<file path="config.mk">
export PLATFORM = sky130hd
export DESIGN_NAME = i2s_tx_stream_flat
export DESIGN_NICKNAME = d
export VERILOG_FILES = /design/src/rtl/i2s_tx_stream_pkg.sv /design/src/rtl/i2s_tx_stream_if.sv /design/src/rtl/i2s_tx_stream_clkgen.sv /design/src/rtl/i2s_tx_stream.sv /design/src/flat_wrapper.sv
export SDC_FILE = /design/constraint.sdc
export NUM_CORES = 1
export LEC_CHECK = 0
export ABC_CLOCK_PERIOD_IN_PS = 1600
export CAP_MARGIN = 20
export CORE_MARGIN = 2
export CORE_UTILIZATION = 47
export DETAILED_ROUTE_END_ITERATION = 16
export GPL_TIMING_DRIVEN = 0
export PLACE_DENSITY = 0.84
export SYNTH_ARGS = -nofsm -noshare
export SYNTH_HDL_FRONTEND = slang
export SYNTH_SLANG_ARGS = --single-unit
</file>
<file path="constraint.sdc">
create_clock -name clk -period 1.6 [get_ports clk]
set_input_delay 0.32 -clock clk [delete_from_list [all_inputs] [get_ports clk]]
set_output_delay 0.32 -clock clk [all_outputs]
set_load 0.05 [all_outputs]
</file>
<file path="src/rtl/i2s_tx_stream_pkg.sv">
// Shared constants and types for the I2S stream transmitter.
package i2s_tx_pkg;

    localparam int W_DEF           = 32;
    localparam int LSB_DEF         = 8;
    localparam int SAMPLE_BITS_DEF = 16;
    localparam int BCLK_DIV_DEF    = 4;

    typedef enum logic {
        LEFT  = 1'b0,
        RIGHT = 1'b1
    } slot_index_e;

    // A frame holds two slots, so the bit counter must span 2*sample_bits values.
    function automatic int bit_cnt_width(input int sample_bits);
        return $clog2(2 * sample_bits);
    endfunction

endpackage

</file>
<file path="src/rtl/i2s_tx_stream_if.sv">
// Valid/ready sample stream carrying two's complement fixed-point words.
interface i2s_tx_stream_if #(
    parameter int W = i2s_tx_pkg::W_DEF
);
    logic [W-1:0] data;
    logic         valid;
    logic         ready;

    modport master (output data, output valid, input ready);
    modport slave  (input data, input valid, output ready);
endinterface

</file>
<file path="src/rtl/i2s_tx_stream_clkgen.sv">
// Bit-clock and word-select timing for the I2S transmitter.
// bit_index_o is the bit period about to begin; it is meaningful while shift_en_o is high.
module i2s_tx_clkgen
    import i2s_tx_pkg::*;
#(
    parameter int SAMPLE_BITS = SAMPLE_BITS_DEF,
    parameter int BCLK_DIV    = BCLK_DIV_DEF
) (
    input  logic clk,
    input  logic rst_n,
    output logic bclk_o,
    output logic lrclk_o,
    output logic frame_start_o,
    output logic shift_en_o,
    output logic [bit_cnt_width(SAMPLE_BITS)-1:0] bit_index_o
);

    localparam int BW = bit_cnt_width(SAMPLE_BITS);
    localparam int DW = $clog2(BCLK_DIV);

    localparam logic [DW-1:0] DIV_LAST  = DW'(BCLK_DIV - 1);
    localparam logic [DW-1:0] DIV_HALF  = DW'(BCLK_DIV / 2);
    localparam logic [BW-1:0] B_LAST    = BW'(2 * SAMPLE_BITS - 1);
    localparam logic [BW-1:0] B_LR_RISE = BW'(SAMPLE_BITS - 1);
    localparam logic [BW-1:0] B_LR_FALL = BW'(2 * SAMPLE_BITS - 2);

    logic [DW-1:0] div_cnt_q, div_cnt_d;
    logic [BW-1:0] bit_cnt_q, bit_cnt_d;
    logic          bclk_q, lrclk_q;
    logic          shift_en;
    slot_index_e   slot_d;

    // Next counter values; the right slot's word select leads its MSB by one bit.
    always_comb begin
        shift_en  = (div_cnt_q == DIV_LAST);
        div_cnt_d = shift_en ? '0 : div_cnt_q + 1'b1;
        bit_cnt_d = bit_cnt_q;
        if (shift_en) begin
            bit_cnt_d = (bit_cnt_q == B_LAST) ? '0 : bit_cnt_q + 1'b1;
        end
        slot_d = ((bit_cnt_d >= B_LR_RISE) && (bit_cnt_d <= B_LR_FALL)) ? RIGHT : LEFT;
    end

    // Counters and registered bclk/lrclk; lrclk only moves on the bclk falling edge.
    always_ff @(posedge clk or negedge rst_n) begin
        if (!rst_n) begin
            div_cnt_q <= '0;
            bit_cnt_q <= '0;
            bclk_q    <= 1'b0;
            lrclk_q   <= 1'b0;
        end else begin
            div_cnt_q <= div_cnt_d;
            bit_cnt_q <= bit_cnt_d;
            bclk_q    <= (div_cnt_d >= DIV_HALF);
            if (shift_en) begin
                lrclk_q <= (slot_d == RIGHT);
            end
        end
    end

    assign bclk_o        = bclk_q;
    assign lrclk_o       = lrclk_q;
    assign shift_en_o    = shift_en;
    assign frame_start_o = shift_en && (bit_cnt_q == B_LAST);
    assign bit_index_o   = bit_cnt_d;

endmodule

</file>
<file path="src/rtl/i2s_tx_stream.sv">
// Streaming mono I2S transmitter: each accepted sample is sent in both slots.
// Optional build macro I2S_TX_STREAM_SAT_EN: saturate out-of-range samples
// instead of truncating them.
module i2s_tx_stream
    import i2s_tx_pkg::*;
#(
    parameter int W           = W_DEF,
    parameter int LSB         = LSB_DEF,
    parameter int SAMPLE_BITS = SAMPLE_BITS_DEF,
    parameter int BCLK_DIV    = BCLK_DIV_DEF
) (
    input  logic            clk,
    input  logic            rst_n,
    i2s_tx_stream_if.slave  x,
    output logic            i2s_bclk,
    output logic            i2s_lrclk,
    output logic            i2s_sdata,
    output logic            underrun
);

    localparam int BW = bit_cnt_width(SAMPLE_BITS);
    localparam int SW = $clog2(SAMPLE_BITS);

    logic [SAMPLE_BITS-1:0] pending_q, pending_d;
    logic [SAMPLE_BITS-1:0] frame_q, frame_d;
    logic                   pending_full_q, pending_full_d;
    logic                   primed_q, primed_d;
    logic                   underrun_q, underrun_d;
    logic                   sdata_q, sdata_d;

    logic                   frame_start, shift_en, hs;
    logic [BW-1:0]          bit_index;
    logic [SW-1:0]          bit_sel;
    logic [SAMPLE_BITS-1:0] sample_red;

    i2s_tx_clkgen #(
        .SAMPLE_BITS (SAMPLE_BITS),
        .BCLK_DIV    (BCLK_DIV)
    ) u_clkgen (
        .clk           (clk),
        .rst_n         (rst_n),
        .bclk_o        (i2s_bclk),
        .lrclk_o       (i2s_lrclk),
        .frame_start_o (frame_start),
        .shift_en_o    (shift_en),
        .bit_index_o   (bit_index)
    );

    assign x.ready = !pending_full_q;
    assign hs      = x.valid && !pending_full_q;

    // Reduce the input word to slot width, clamping when the dropped high bits carry magnitude.
    always_comb begin
        sample_red = x.data[LSB+SAMPLE_BITS-1:LSB];
`ifdef I2S_TX_STREAM_SAT_EN
        if (!((&x.data[W-1:LSB+SAMPLE_BITS-1]) || !(|x.data[W-1:LSB+SAMPLE_BITS-1]))) begin
            sample_red = x.data[W-1] ? {1'b1, {(SAMPLE_BITS-1){1'b0}}}
                                     : {1'b0, {(SAMPLE_BITS-1){1'b1}}};
        end
`endif
    end

    // Both slots send the same word MSB first; map bit period to frame bit.
    always_comb begin
        if (bit_index < BW'(SAMPLE_BITS)) begin
            bit_sel = SW'(SAMPLE_BITS - 1) - bit_index[SW-1:0];
        end else begin
            bit_sel = SW'(2 * SAMPLE_BITS - 1) - bit_index[SW-1:0];
        end
    end

    // Pending/frame hand-off at frame start; a same-cycle handshake never bypasses pending.
    always_comb begin
        pending_d      = pending_q;
        pending_full_d = pending_full_q;
        frame_d        = frame_q;
        primed_d       = primed_q || hs;
        underrun_d     = 1'b0;
        sdata_d        = sdata_q;
        if (frame_start) begin
            if (pending_full_q) begin
                frame_d        = pending_q;
                pending_full_d = 1'b0;
            end else begin
                frame_d    = '0;
                underrun_d = primed_q;
            end
        end
        if (hs) begin
            pending_d      = sample_red;
            pending_full_d = 1'b1;
        end
        if (shift_en) begin
            sdata_d = frame_d[bit_sel];
        end
    end

    // State and registered outputs.
    always_ff @(posedge clk or negedge rst_n) begin
        if (!rst_n) begin
            pending_q      <= '0;
            pending_full_q <= 1'b0;
            frame_q        <= '0;
            primed_q       <= 1'b0;
            underrun_q     <= 1'b0;
            sdata_q        <= 1'b0;
        end else begin
            pending_q      <= pending_d;
            pending_full_q <= pending_full_d;
            frame_q        <= frame_d;
            primed_q       <= primed_d;
            underrun_q     <= underrun_d;
            sdata_q        <= sdata_d;
        end
    end

    assign i2s_sdata = sdata_q;
    assign underrun  = underrun_q;

endmodule
</file>
<file path="src/flat_wrapper.sv">
// flat-port wrapper written by rule: the top's interface ports become plain ports
module i2s_tx_stream_flat import i2s_tx_pkg::*;
#(
    parameter int W           = W_DEF,
    parameter int LSB         = LSB_DEF,
    parameter int SAMPLE_BITS = SAMPLE_BITS_DEF,
    parameter int BCLK_DIV    = BCLK_DIV_DEF
)
  (clk, rst_n, i2s_bclk, i2s_lrclk, i2s_sdata, underrun, x_data, x_valid, x_ready);
  i2s_tx_stream_if #(.W(W)) x_i ();
  input  logic clk;
  input  logic rst_n;
  output logic i2s_bclk;
  output logic i2s_lrclk;
  output logic i2s_sdata;
  output logic underrun;
  input wire logic [$bits(x_i.data)-1:0] x_data;
  input wire logic [$bits(x_i.valid)-1:0] x_valid;
  output wire logic [$bits(x_i.ready)-1:0] x_ready;
  assign x_i.data = x_data;
  assign x_i.valid = x_valid;
  assign x_ready = x_i.ready;
  i2s_tx_stream #(.W(W), .LSB(LSB), .SAMPLE_BITS(SAMPLE_BITS), .BCLK_DIV(BCLK_DIV)) u_core (.clk(clk), .rst_n(rst_n), .x(x_i), .i2s_bclk(i2s_bclk), .i2s_lrclk(i2s_lrclk), .i2s_sdata(i2s_sdata), .underrun(underrun));
endmodule
</file>
==> metrics.yaml, run 1 <==
timing:
  fmax_mhz: 547.9
  slew_viol_final: 0
  whs_ps: 468.7
  worst_slack_ps: -225.0
  finalSetupViolCount: 2
  fin_crit_ps: 1825
  hold_viol_final: 0
  min_period_over_period_pct: 114.1
  tightest_slew_ps: 486.7
  setup_tns_ps: -226.7
  skew_ps: 6.745
  slew_headroom_pct: 67.68
  rsz0062_at_grt: "yes"
placement:
  place_congestion: 0.8792
  portBuffers: 23
  dp_hpwl_microns: 3536
finish:
  n_antenna_cell: 0
  num-fill-cells: 354
  syn_to_final_growth_pct: 31.16
  nets: 303
  layout-drive-gt1-share_pct: 32.21
floorplanning:
  dieArea_sq_mm: 0.005472
  initial_core_util_pct: 48.72
  fp.dieW_microns: 73.97
  core_sq_mm: 0.004723
  dieHeight_microns: 73.97
  fp-row-count: 25
  ios: 40
critical_path:
  setup.worst_path.class: "reg2reg"
  crit_family: "compound AO/OA/AOI/OAI gates"
  cp_max_fo: 8
  cp.arrival_ps: 2050
  cp_cell_sequence: "ha_4 > buf_6 > nand4_4 > mux2_4 > a32oi_2 > o221ai_2 > o211ai_2"
  crit_slowest_cell: "dfrtp_1"
  worst-path-buf-inv: 1
  worstSetupEndpointType: "register"
  critical_path_required_ps: 1820
  reg2reg_setup_slack_ps: -230
  worst_setup_path_start_kind: "register"
  slowest_delay_ps: 410
synth:
  synth_area_sq_mm: 0.002301
  synth_cells: 224
  syn_avg_cell_area_sq_um: 10.27
  synth_top_area_share_pct: 47.85
  synth_edf_count: 0
  ys.flop_type: "dfrtp_1"
  synth_seq_cells: 44
  synth_largest_area_cell: "dfrtp_1"
  synth.most_common_cell: "dfrtp_1"
  ys_seq_area_share_pct: 47.85
  ys_warn_count: 0
  synth_nets: 261
  yosys-top-cells-count: "dfrtp_1, nand2_1, mux2_2"
  synthArstFlopShare_pct: 100.0
  synth.area.top_cells: "dfrtp_1, mux2_2, nand2_1"
  synth_cell_types: 53
clock_tree:
  cts.path.max_buffers: 2
  clk_latency_ps: 300
  cts_made_buffers: 5
  cts.sinks: 44
  htreeDepth: 2
  cts_tree: "built"
  clk_pin_slew_ps: 90
  clockRootBuffer: "clkbuf_8"
min_path:
  hold_path_class: "in2async"
route:
  routed_wl_microns: 5324
  vias_per_cell: 5.728
  drt-wirelength-per-cell_microns: 15.94
  dr_total_vias: 1913
  drtPass1Iterations: 4
  drt-initial-drc-count: 179
  drc: 0
  ant_nets: 0
pwr:
  ir_drop_uv: 734.7
  p_leak_nw: 1.298
  power_density_mw_per_mm2: 718.7
status:
  outcome: "finished, violations left"
  violations: "negative setup slack"
global_routing:
  antenna_found_initial: 0
  grt_max_degree: 31
  grt-ovfl-total: 0
  grt_pass1_vias: 1881
  grt_util_all_layers_pct: 21.38
  grt_pass1_wl_microns: 8901
flow_run:
  drv_cap: 0
power by group:
part / switching [W] / internal [W]
Sequential: 0.0000266 / 0.00116
Combinational: 0.0000458 / 0.0000852
Clock: 0.000390 / 0.000462
Total: 0.000462 / 0.00171
area by class of cell:
type                            count  area (sq um)  share of cell area, %
Sequential cell                    44          1104                  36.57
Clock buffer                        5         68.82                  2.280
Inverter                            5         22.52                 0.7463
Buffer                             15         150.1                  4.975
Tap cell                           67         83.83                  2.778
Multi-Input combinational cell    159          1202                  39.84
Clock inverter                      3         42.54                  1.410
Timing Repair Buffer               36         344.1                  11.40
path summary, 6_finish.rpt:
path                                                        startpoint                                endpoint  cells past startpoint
worst max-delay path            u_core.u_clkgen.bit_cnt_q[0]$_DFF_PN0_            u_core.i2s_sdata$_DFFE_PN0N_                      7
worst min-delay path                                             rst_n  u_core.u_clkgen.bit_cnt_q[3]$_DFF_PN0_                      2
worst max register to register  u_core.u_clkgen.bit_cnt_q[0]$_DFF_PN0_            u_core.i2s_sdata$_DFFE_PN0N_                      7
worst min register to register  u_core.u_clkgen.div_cnt_q[0]$_DFF_PN0_  u_core.u_clkgen.div_cnt_q[0]$_DFF_PN0_                      1
max in group asynchronous                                        rst_n            u_core.frame_q[10]$_DFF_PN0_                      3
min in group clk                u_core.u_clkgen.div_cnt_q[0]$_DFF_PN0_  u_core.u_clkgen.div_cnt_q[0]$_DFF_PN0_                      1
registers in the layout (all words and copies together) (netlist names):
| register | flops |
|---|---|
| u_core.u_clkgen.bclk_o | 1 |
| u_core.primed_q | 1 |
| u_core.u_clkgen.div_cnt_q | 1 |
| u_core.u_clkgen.bit_cnt_q | 5 |
| u_core.pending_q | 16 |
| u_core.i2s_sdata | 1 |
| u_core.frame_q | 16 |
| u_core.u_clkgen.lrclk_o | 1 |
| u_core.underrun | 1 |
| u_core.pending_full_q | 1 |
per-layer routing:
layer / global-route usage (%) / routed length, microns / vias to the layer above / share of wire [%]
li1: - / - / 891 / -
met1: 28.99 / 2295 / 941 / 43
met2: 33.93 / 2598 / 72 / 49
met3: 3.252 / 329 / 9 / 6.2
met4: 10.10 / 101 / 0 / 1.9
met5: 0 / 0 / - / 0
worst register-to-register path: stages (launching register included):
cell and delay (ps):
dfrtp_1 410, ha_4 160, buf_6 110, nand4_4 190, mux2_4 380, a32oi_2 190
o221ai_2 130, o211ai_2 180
cells in the final DEF (no fill, tap or decap), types with 4 or more instances in the layout:
| master | netlist | final |
|---|---|---|
| mux2_2 | 17 | 17 |
| buf_4 | 5 | 10 |
| nand2b_1 | 5 | 5 |
| nand3_1 | 7 | 7 |
| clkdlybuf4s50_1 | 0 | 17 |
| o21ai_1 | 1 | 7 |
| nand2_1 | 37 | 35 |
| nor2b_1 | 6 | 6 |
| dfrtp_1 | 44 | 42 |
| nor2_1 | 7 | 7 |
| o21ai_0 | 15 | 8 |
| clkbuf_8 | 0 | 6 |
| inv_1 | 5 | 4 |
| buf_6 | 3 | 8 |
timing repair:
action	4_1_cts	5_1_grt
hold endpoints to repair	14	0
gates resized for setup	28	23
cloned	4	0
endpoints found under the setup margin	33	21
hold buffers	1	0
setup buffers	8	0
pin swaps	7	1
metrics by stage:
step                      instance area (sq um)  util, %  total power [W]  std cells  setup WS (ps)
after floorplan                            2370        -         0.001255        224         -184.2
after global placement                     2684    56.82         0.001329        314          -1064
after detailed placement                   2699    57.14         0.001339        315         -431.7
after CTS                                  2965    62.78         0.002184        334         -243.0
after global routing                       3018    63.89         0.002243        334         -294.2
final                                      3018    63.89         0.002169        334         -225.0
logic make-up (layout without fill, tap and decap cells):
kind of cell | Yosys count | count (layout) | share of synthesized area [%]
buffers and inverters | 22 | 64 | 5.710
multiplexers | 18 | 18 | 8.972
XOR/XNOR | 2 | 2 | 0.7614
AO/OA/AOI/OAI | 53 | 53 | 16.69
adder cells (fa/ha/maj) | 2 | 2 | 1.087
flip-flops | 44 | 44 | 47.85
AND/OR/NAND/NOR | 83 | 84 | 18.92
Note: power is estimated with default switching activity, not from simulation.
==> inputs of run 2 (changes only) <==
ABC_CLOCK_PERIOD_IN_PS = default   (was 1600)
==> results of run 2 <==
Final layout, timing and power as in run 1 (identical DEF).
==> inputs of run 3 (changes only) <==
GPL_TIMING_DRIVEN = default   (was 0)
==> run 3 against run 2 <==
The run still ends with negative setup slack left. Sequential share of layout area fell by 1.8 points. Fmax rose by 4.7%. Worst hold slack got worse by 100 ps. Wire length rose by 2.8%. Total power fell by 0.50%. Core utilization rose by 3.3 points. Highest routed layer unchanged. Cell count rose by 3.3%. Die area did not move. First-iteration DRC count fell by 30%. Critical path type unchanged. Critical path depth rose by 1. Sequential cell count did not move. Largest power group unchanged.
==> metrics.yaml, run 3 (synthesis results as in run 1) <==
timing:
  skew_ps: 9.402  # +2.657 ps
  min_period_over_period_pct: 109.0  # -5.1 points
  whs_ps: 366.5  # -102.3 ps
  slew_viol_final: 0  # unchanged
  tightest_slew_ps: 299.5  # -187.3 ps
  worst_slack_ps: -143.4  # +81.64 ps
  hold_viol_final: 0  # unchanged
  fin_crit_ps: 1743  # -81.64 ps
  rsz0062_at_grt: "yes"
  slew_headroom_pct: 80.04  # +12 points
  setup_tns_ps: -168.2  # +58.51 ps
  fmax_mhz: 573.6  # +4.7%
  finalSetupViolCount: 2  # unchanged
clock_tree:
  clk_latency_ps: 300  # about the same
  cts_tree: "built"
  cts_made_buffers: 5  # unchanged
  cts.sinks: 44  # unchanged
  cts.path.max_buffers: 2  # unchanged
  htreeDepth: 2  # unchanged
  clockRootBuffer: "clkbuf_8"
  clk_pin_slew_ps: 90  # about the same
global_routing:
  antenna_found_initial: 0  # unchanged
  grt_util_all_layers_pct: 21.72  # +0.34 points
  grt-ovfl-total: 0  # unchanged
  grt_pass1_vias: 1924  # +2.3%
  grt_pass1_wl_microns: 8921  # +0.22%
  grt_max_degree: 40  # +29%
floorplanning:
  ios: 40  # unchanged
  dieHeight_microns: 73.97  # unchanged
  fp.dieW_microns: 73.97  # unchanged
  initial_core_util_pct: 48.72  # unchanged
  dieArea_sq_mm: 0.005472  # unchanged
  fp-row-count: 25  # unchanged
  core_sq_mm: 0.004723  # unchanged
finish:
  syn_to_final_growth_pct: 37.96
  seqCellArea_sq_mm: 0.001102  # -0.11%
  multiInputGateArea_sq_mm: 0.001232  # +2.5%
  reg.largest.list: "u_core.frame_q (16), u_core.pending_q (16), u_core.u_clkgen.bit_cnt_q (5)"
  final_cell_mix: "dfrtp_1, nand2_1, buf_4, mux2_2, clkdlybuf4s50_1"
  nets: 314  # +3.6%
  final_common_cell: "dfrtp_1"
  n_antenna_cell: 0  # unchanged
  layout-drive-gt1-share_pct: 39.21  # +7.0 points
  num-fill-cells: 342  # -3.4%
critical_path:
  cp_max_fo: 11  # +3
  cp_cell_sequence: "ha_4 > buf_6 > nor2b_4 > buf_4 > a22oi_1 > a221o_1 > o2111ai_1 > o211ai_2"
  worst-path-buf-inv: 2  # +1
  worst_setup_path_start_kind: "register"
  cp.arrival_ps: 1930  # -120 ps
  critical_path_required_ps: 1780  # -40 ps
  slowest_delay_ps: 410  # about the same
  worstSetupEndpointType: "register"
  crit_slowest_cell: "dfrtp_1"
  setup.worst_path.class: "reg2reg"
  crit_family: "compound AO/OA/AOI/OAI gates"
route:
  drt-wirelength-per-cell_microns: 15.87  # -0.46%
  drt-initial-drc-count: 126  # -30%
  drc: 0  # unchanged
  dr_total_vias: 1960  # +2.5%
  vias_per_cell: 5.681  # -0.81%
  ant_nets: 0  # unchanged
  drtPass1Iterations: 4  # unchanged
  routed_wl_microns: 5474  # +2.8%
status:
  outcome: "finished, violations left"
  violations: "negative setup slack"
min_path:
  hold_path_class: "in2async"
placement:
  place_worst_setup_slack_ps: -184.1  # +247.5 ps
  dp_hpwl_microns: 3631  # +2.7%
  place_congestion: 0.9067  # +3.1%
  portBuffers: 23  # unchanged
pwr:
  internal-power_w: 0.001707  # about the same
  seqPwrFrac_pct: 55.0  # +0.3 points
  p_sw_share_pct: 20.90  # -0.41 points
  power_density_mw_per_mm2: 679.9  # -5.4%
  clockPowerShare_pct: 39.0  # -0.3 points
  power_frac_comb_pct: 6.1  # about the same
  p_leak_nw: 1.377  # +6.1%
  netSwitchingPower_w: 0.0004510  # -2.4%
  ir_drop_uv: 700.3  # -4.7%
flow_run:
  drv_cap: 0  # unchanged
-- run 3: worst paths after layout --
| check | start | to | slack (ps) | cells past startpoint |
|---|---|---|---|---|
| worst max register to register | u_core.u_clkgen.div_cnt_q[0]$_DFF_PN0_ | u_core.i2s_sdata$_DFFE_PN0N_ | -140 | 8 |
| worst min-delay path | rst_n | u_core.frame_q[11]$_DFF_PN0_ | 370 | 2 |
| max in group asynchronous | rst_n | u_core.frame_q[14]$_DFF_PN0_ | 800 | 3 |
| worst max-delay path | u_core.u_clkgen.div_cnt_q[0]$_DFF_PN0_ | u_core.i2s_sdata$_DFFE_PN0N_ | -140 | 8 |
| worst min register to register | u_core.primed_q$_DFF_PN0_ | u_core.primed_q$_DFF_PN0_ | 470 | 1 |
| min in group clk | u_core.primed_q$_DFF_PN0_ | u_core.primed_q$_DFF_PN0_ | 470 | 1 |
-- run 3: power groups by stage --
stage | Combinational [W] | Sequential, W | Clock, W
after floorplan | 0.0000549 | 0.00120 | 0
after global placement | 0.000126 | 0.00121 | 0
after detailed placement | 0.000132 | 0.00121 | 0
after CTS | 0.000134 | 0.00119 | 0.000858
after global routing | 0.000149 | 0.00119 | 0.000901
final | 0.000131 | 0.00119 | 0.000841
-- run 3: metal layers --
metal  vias to the layer above  track usage, %  routed length (microns)
met4                         0           10.51                      134
met2                        76           35.71                     2815
met5                         -               0                        0
li1                        902               -                        -
met3                        16           5.962                      365
met1                       966           26.53                     2158
-- run 3: metrics by stage --
stage	total power (W)	std cells	area [sq um]	util [%]
after global routing	0.002243	345	3174	67.21
final	0.002158	345	3174	67.21
after CTS	0.002179	344	3053	64.64
after global placement	0.001333	331	2859	60.53
after detailed placement	0.001341	331	2859	60.53
after floorplan	0.001255	224	2370	-
-- run 3: final cells by class --
type | instances | area share [%]
Tap cell | 67 | 2.641
Sequential cell | 44 | 34.73
Timing Repair Buffer | 63 | 19.71
Clock inverter | 3 | 1.340
Clock buffer | 5 | 2.168
Inverter | 5 | 0.5913
Multi-Input combinational cell | 158 | 38.83
-- run 3: timing repair --
action | CTS | global route
setup endpoints to repair | 12 | 16
hold buffers | 1 | 0
setup buffers | 4 | 1
pin swaps | 3 | 11
gates resized for setup | 9 | 27
endpoints found under the hold margin | 5 | 0
-- run 3: worst reg2reg max path: cells and delay by family (launching register included) --
kind	cells	cell delay, ps
buffers and inverters	2	290
AND/OR/NAND/NOR	1	140
flip-flops	1	410
adder cells (fa/ha/maj)	1	200
AO/OA/AOI/OAI	4	590
